`config.mk`:
```
export PLATFORM = sky130hd
export DESIGN_NAME = alu_cmd_sequencer
export DESIGN_NICKNAME = d
export VERILOG_FILES = /design/src/rtl/alu_cmd_pkg.sv /design/src/rtl/cmd_prog_ram.sv /design/src/rtl/alu_cmd_sequencer.sv
export SDC_FILE = /design/constraint.sdc
export NUM_CORES = 1
export LEC_CHECK = 0
export ABC_AREA = 1
export BUFFER_PORTS_ARGS = -buffer_cell sky130_fd_sc_hd__clkbuf_2
export CORE_ASPECT_RATIO = 1.75
export CORE_MARGIN = 10
export CORE_UTILIZATION = 50
export CTS_BUF_LIST = sky130_fd_sc_hd__clkbuf_16
export CTS_CLUSTER_SIZE = 25
export DETAILED_ROUTE_END_ITERATION = 6
export PLACE_DENSITY = 0.69
export SETUP_SLACK_MARGIN = 0.15
export SYNTH_ARGS = -nofsm -noshare
export SYNTH_HDL_FRONTEND = slang
export SYNTH_SLANG_ARGS = --single-unit
```
`constraint.sdc`:
```
create_clock -name clk -period 3.3 [get_ports clk]
set_input_delay 0.66 -clock clk [delete_from_list [all_inputs] [get_ports clk]]
set_output_delay 0.66 -clock clk [all_outputs]
set_load 0.01 [all_outputs]
```
`src/rtl/alu_cmd_pkg.sv`:
```
// Shared types for the ALU command sequencer: opcodes, command word layout,
// FSM state encoding and flag-vector bit positions.
package alu_cmd_pkg;

   typedef logic [2:0] opcode_t;

   localparam opcode_t OP_SUB = 3'b001;
   localparam opcode_t OP_CAS = 3'b111;

   // 12-bit command word as seen by the ALU controller
   typedef struct packed {
      opcode_t    op;
      logic [2:0] a1;
      logic [2:0] a2;
      logic [2:0] a3;
   } cmd_t;

   typedef enum logic [2:0] {
      S_IDLE,
      S_FETCH,
      S_ISSUE,
      S_WAIT,
      S_CHECK,
      S_DONE
   } state_e;

   // flags vector is {O,C,Z,N}
   localparam int FLAG_O = 3;
   localparam int FLAG_C = 2;
   localparam int FLAG_Z = 1;
   localparam int FLAG_N = 0;

endpackage

```
`src/rtl/cmd_prog_ram.sv`:
```
// Program store: DEPTH x 12 bits, one write port, registered read port.
// Contents are deliberately not reset so a program survives a reset.
module cmd_prog_ram
   import alu_cmd_pkg::*;
#(
   parameter int  DEPTH = 16,
   localparam int AW    = $clog2(DEPTH)
) (
   input  logic          clk,
   input  logic          we_i,
   input  logic [AW-1:0] waddr_i,
   input  cmd_t          wdata_i,
   input  logic [AW-1:0] raddr_i,
   output cmd_t          rdata_o
);

   cmd_t mem_q [DEPTH];
   cmd_t rdata_q;

   // write port and one-cycle read
   always_ff @(posedge clk) begin
      if (we_i) mem_q[waddr_i] <= wdata_i;
      rdata_q <= mem_q[raddr_i];
   end

   assign rdata_o = rdata_q;

endmodule

```
`src/rtl/alu_cmd_sequencer.sv`:
```
// Issues a loaded program of 12-bit ALU commands one at a time, handshaking
// on syscall/ready, capturing flags and counting failed CAS attempts.
// Optional feature macro: CAS_RETRY_EN (automatic reissue of a failed CAS).
module alu_cmd_sequencer
   import alu_cmd_pkg::*;
#(
   parameter int  DEPTH     = 16,
   parameter int  TIMEOUT   = 15,
   parameter int  MAX_RETRY = 3,
   localparam int AW        = $clog2(DEPTH)
) (
   input  logic          clk,
   input  logic          reset,
   input  logic          load_we,
   input  logic [AW-1:0] load_addr,
   input  logic [11:0]   load_data,
   input  logic          start,
   input  logic [AW:0]   prog_len,
   input  logic          ready,
   input  logic          O,
   input  logic          C,
   input  logic          Z,
   input  logic          N,
   output logic [11:0]   command,
   output logic          syscall,
   output logic          busy,
   output logic          done,
   output logic          error,
   output logic [AW-1:0] pc,
   output logic [3:0]    flags_q,
   output logic [7:0]    cas_fail_cnt
);

   localparam int WW = $clog2(TIMEOUT + 1);

   state_e        state_q, state_d;
   logic [AW-1:0] pc_q, pc_d;
   logic [AW:0]   len_q, len_d;
   logic [AW:0]   pc_nxt;
   cmd_t          cmd_q, cmd_d;
   cmd_t          rdata;
   logic          syscall_q, syscall_d;
   logic          done_q, done_d;
   logic          error_q, error_d;
   logic          to_q, to_d;
   logic [WW-1:0] wcnt_q, wcnt_d;
   logic [3:0]    flags_r, flags_d;
   logic [7:0]    cnt_q, cnt_d;
   logic          advance;

`ifdef CAS_RETRY_EN
   localparam int RW = (MAX_RETRY < 1) ? 1 : $clog2(MAX_RETRY + 1);
   logic [RW-1:0] retry_q, retry_d;
`endif

   // RAM address follows next-state pc so the word is ready while in FETCH
   cmd_prog_ram #(.DEPTH(DEPTH)) u_ram (
      .clk     (clk),
      .we_i    (load_we && (state_q == S_IDLE)),
      .waddr_i (load_addr),
      .wdata_i (cmd_t'(load_data)),
      .raddr_i (pc_d),
      .rdata_o (rdata)
   );

   assign pc_nxt = {1'b0, pc_q} + (AW+1)'(1);

   // next-state and output decode
   always_comb begin
      state_d   = state_q;
      pc_d      = pc_q;
      len_d     = len_q;
      cmd_d     = cmd_q;
      syscall_d = 1'b0;
      done_d    = (state_q == S_DONE);
      error_d   = error_q;
      to_d      = 1'b0;
      wcnt_d    = wcnt_q;
      flags_d   = flags_r;
      cnt_d     = cnt_q;
      advance   = 1'b1;
`ifdef CAS_RETRY_EN
      retry_d   = retry_q;
`endif
      case (state_q)
         S_IDLE: if (start) begin
            error_d = 1'b0;
            if (prog_len == '0) begin
               state_d = S_DONE;
            end else begin
               state_d = S_FETCH;
               pc_d    = '0;
               cnt_d   = '0;
               len_d   = (prog_len > (AW+1)'(DEPTH)) ? (AW+1)'(DEPTH) : prog_len;
`ifdef CAS_RETRY_EN
               retry_d = '0;
`endif
            end
         end
         S_FETCH: begin
            cmd_d   = rdata;
            state_d = S_ISSUE;
         end
         S_ISSUE: if (ready) begin
            syscall_d = 1'b1;
            wcnt_d    = '0;
            state_d   = S_WAIT;
         end
         S_WAIT: begin
            // first WAIT cycle sees the controller's stale ready level
            if (wcnt_q != '0 && ready) begin
               flags_d[FLAG_O] = O;
               flags_d[FLAG_C] = C;
               flags_d[FLAG_Z] = Z;
               flags_d[FLAG_N] = N;
               state_d = S_CHECK;
            end else if (wcnt_q == WW'(TIMEOUT - 1)) begin
               to_d    = 1'b1;
               state_d = S_DONE;
            end else begin
               wcnt_d = wcnt_q + 1'b1;
            end
         end
         S_CHECK: begin
            if (cmd_q.op == OP_CAS && !flags_r[FLAG_Z]) begin
               if (cnt_q != 8'hFF) cnt_d = cnt_q + 8'd1;
`ifdef CAS_RETRY_EN
               if (retry_q < RW'(MAX_RETRY)) begin
                  retry_d = retry_q + 1'b1;
                  advance = 1'b0;
                  state_d = S_ISSUE;
               end
`endif
            end
            if (advance) begin
`ifdef CAS_RETRY_EN
               retry_d = '0;
`endif
               if (pc_nxt < len_q) begin
                  pc_d    = pc_nxt[AW-1:0];
                  state_d = S_FETCH;
               end else begin
                  state_d = S_DONE;
               end
            end
         end
         S_DONE: begin
            // error lands together with the done pulse
            error_d = error_q | to_q;
            state_d = S_IDLE;
         end
         default: state_d = S_IDLE;
      endcase
   end

   // state and registered outputs
   always_ff @(posedge clk) begin
      if (reset) begin
         state_q   <= S_IDLE;
         pc_q      <= '0;
         len_q     <= '0;
         cmd_q     <= '0;
         syscall_q <= 1'b0;
         done_q    <= 1'b0;
         error_q   <= 1'b0;
         to_q      <= 1'b0;
         wcnt_q    <= '0;
         flags_r   <= '0;
         cnt_q     <= '0;
`ifdef CAS_RETRY_EN
         retry_q   <= '0;
`endif
      end else begin
         state_q   <= state_d;
         pc_q      <= pc_d;
         len_q     <= len_d;
         cmd_q     <= cmd_d;
         syscall_q <= syscall_d;
         done_q    <= done_d;
         error_q   <= error_d;
         to_q      <= to_d;
         wcnt_q    <= wcnt_d;
         flags_r   <= flags_d;
         cnt_q     <= cnt_d;
`ifdef CAS_RETRY_EN
         retry_q   <= retry_d;
`endif
      end
   end

   assign command      = cmd_q;
   assign syscall      = syscall_q;
   assign busy         = (state_q != S_IDLE);
   assign done         = done_q;
   assign error        = error_q;
   assign pc           = pc_q;
   assign flags_q      = flags_r;
   assign cas_fail_cnt = cnt_q;

endmodule

```
==> results.yml <==
power_and_ir_drop:
  intPower_mw: 5.532
  leakage_nw: 5.170
  power.clock.fraction: 0.362
  peakVddDrop_mv: 0.4703
  p_sw_mw: 2.028
  p_total_mw: 7.560
  p_sw_frac: 0.2682
  powerDensity_nw_per_um2: 616.5
  combPwrFrac: 0.152
  power.share.sequential: 0.486
critical_path:
  reg2reg_depth: 15
  r2r_slack_ns: 0.45
  end_kind: "register"
  crit_start: "pc[0]"
  cp_max_fo: 96
  critical_path_arrival_ns: 3.25
  worst-setup-path-type: "reg -> reg"
  r2r-start: "pc[0]"
  required_ns: 3.71
  setup.worst_path.end: "u_ram.rdata_o[3]"
  crit_path_start_kind: "register"
  rr_endpoint: "u_ram.rdata_o[3]"
sta:
  hold_violations: 0
  drv_slew: 0
  finalSetupTns_ns: 0
  whs_ns: 0.3657
  clock_skew_ns: 0.01079
  finalSetupViolations: 0
  tightest_slew_ns: 0.6272
  setup_ws_ns: 0.4526
  fin_crit_ns: 2.847
  max_slew_margin: 0.5814
  rsz0062_at_grt: "false"
  fmax_mhz: 351.2
  timing.final.crit_share: 0.8629
finish:
  area_growth_pct: 14.11
  drive_gt1_frac: 0.1288
  final_common_cell: "nand3_1"
  mostFrequentLayoutCells: "230 x nand3_1, 212 x nand2_1, 192 x edfxtp_1"
  finish.instance_area_sq_um: 12260
  antenna_cells: 0
  final_nets: 1186
place:
  place_hpwl_microns: 16700
  port_buffers: 61
  place_congestion: 0.8997
  pre_cts_slack_ns: 0.3036
  place_area_sq_um: 11450
global_route:
  antenna_found_initial: 0
  overflow: 0
  first_global_vias: 7671
  grt_use_total: 0.1845
  grt_pass1_wl_microns: 40960
  grt_start_max_net_pins: 97
routing:
  drtIter0Drc: 554
  vias: 7756
  detail-route-antenna-nets: 0
  wire_per_inst_microns: 18.30
  viasPerCell: 5.474
  routed_wl_microns: 25930
  first_pass_iters: 5
  drc_errors: 0
clocking:
  post_cts_buffers: 0
  cts.reportedPaths.clkPinSlew_ns: 0.06
  clk_path_buf_depth: 3
  htreeDepth: 1
  cts_buffers: 24
  hold_buffers: 0
  clock_latency_ns: 0.52
  cts.sinks: 248
  clockRootBuffer: "clkbuf_16"
  cts_tree: "done"
floorplanning:
  dieWidth_microns: 130.8
  die-area_sq_um: 27990
  die_y_microns: 213.9
  initial_core_util: 0.5112
  rows: 70
  ios: 62
  core_sq_um: 21020
logic_synthesis:
  synth.avg_cell_area_sq_um: 9.959
  synth-seq-cells: 248
  synth_edf_count: 192
  seq_area_frac_synth: 0.6409
  syn_area_sq_um: 10750
  yosys_warnings: 0
  synth_cells: 1079
  synth_cell_types: 34
  ys.flop_type: "edfxtp_1"
  synth_nets: 1118
  synthArstFlopShare: 0
worst_hold_path:
  hold_class: "in -> reg"
  holdPathStages: 3
run:
  maxCapViolations: 0
status:
  status: "finished, final reports clean"
[cells in the mapped netlist, types with 3 or more instances]
cell type / count / share of area
nand3_1: 230 / 0.11
o21ai_0: 26 / 0.012
clkbuf_1: 13 / 0.0045
nor2_2: 3 / 0.0017
inv_2: 5 / 0.0017
edfxtp_1: 192 / 0.54
dfxtp_1: 56 / 0.10
nand2_1: 212 / 0.074
a21oi_1: 15 / 0.0070
nor2_1: 75 / 0.026
buf_6: 6 / 0.0063
buf_4: 4 / 0.0028
nor3_1: 9 / 0.0042
buf_2: 29 / 0.014
nand3b_1: 14 / 0.0098
inv_1: 147 / 0.051
nor3b_1: 5 / 0.0035
a211oi_1: 4 / 0.0028
nand2_2: 5 / 0.0029
ha_1: 9 / 0.010
[registers in the layout, indices dropped and copies added (netlist names)]
name and flops:
state_q 3, wcnt_q 4, u_ram.mem_q 192, len_q 5, flags_q 4, error 1, to_q 1, command 12
syscall 1, u_ram.rdata_o 12, cas_fail_cnt 8, done 1, pc 4
[through the flow]
stage,instances,utilization
6_report,1417,0.5833
3_3_place_gp,1373,0.5448
2_1_floorplan,1079,-
5_1_grt,1417,0.5833
4_1_cts,1417,0.5826
3_5_place_dp,1373,0.5448
[how the worst min path moves through the flow]
stage / from / endpoint / slack, ns
finish: O / flags_q[3] / 0.37
global route: O / flags_q[3] / 0.37
detailed placement: u_ram.rdata_o[6] / command[6] / 0.44
CTS: O / flags_q[3] / 0.35
global placement: u_ram.rdata_o[6] / command[6] / 0.44
floorplan: u_ram.rdata_o[0] / command[0] / 0.43
[power by group through the flow]
stage / registers (mW) / logic [mW] / clock network [mW]
floorplan: 3.75 / 0.710 / 0
global placement: 3.73 / 1.12 / 0
detailed placement: 3.74 / 1.15 / 0
CTS: 3.67 / 1.15 / 2.77
global route: 3.70 / 1.30 / 2.90
finish: 3.67 / 1.15 / 2.74
[what timing repair did]
| action | in CTS | in global routing |
|---|---|---|
| setup endpoints to repair | 0 | 12 |
| resized for setup | 0 | 2 |
| hold endpoints to repair | 0 | 0 |
[worst max-delay path, stage by stage, from the launching register on]
cell and delay (ns):
dfxtp_1 0.48, ha_1 0.24, xor2_1 0.09, ha_1 0.31, nand2_1 0.06, nor2_1 0.08, nand2_1 0.08, nand3_1 0.10
nand2_1 0.13, nand3_4 0.14, buf_12 0.38, nand3_1 0.16, nand3_1 0.13, nand3_1 0.09, nand3_1 0.14, nand2_1 0.08
[metal layers]
metal | global-route usage | share of wire | vias to the layer above
li1 | - | - | 3740
met1 | 0.2168 | 0.38 | 3652
met2 | 0.3205 | 0.52 | 299
met3 | 0.03091 | 0.070 | 65
met4 | 0.07669 | 0.038 | 0
met5 | 0 | 0 | -
[layout make-up]
cell class              count  area (sq um)
multi-input cells         626          3034
well taps                 252         315.3
clock inverters            19         168.9
fillers                  1774          8758
flip-flops and latches    248          6887
repair buffers             95         660.6
inverters                 152         570.5
clock buffers              25         625.6
[logic make-up after synthesis]
| logic type | after synthesis | share of synthesized area |
|---|---|---|
| flip-flops | 248 | 0.6409 |
| AND/OR/NAND/NOR | 562 | 0.2370 |
| adder cells (fa/ha/maj) | 9 | 0.01048 |
| XOR/XNOR | 3 | 0.002446 |
| AO/OA/AOI/OAI | 52 | 0.02864 |
| buffers and inverters | 205 | 0.08058 |
Power figures use the tool's default switching activity.
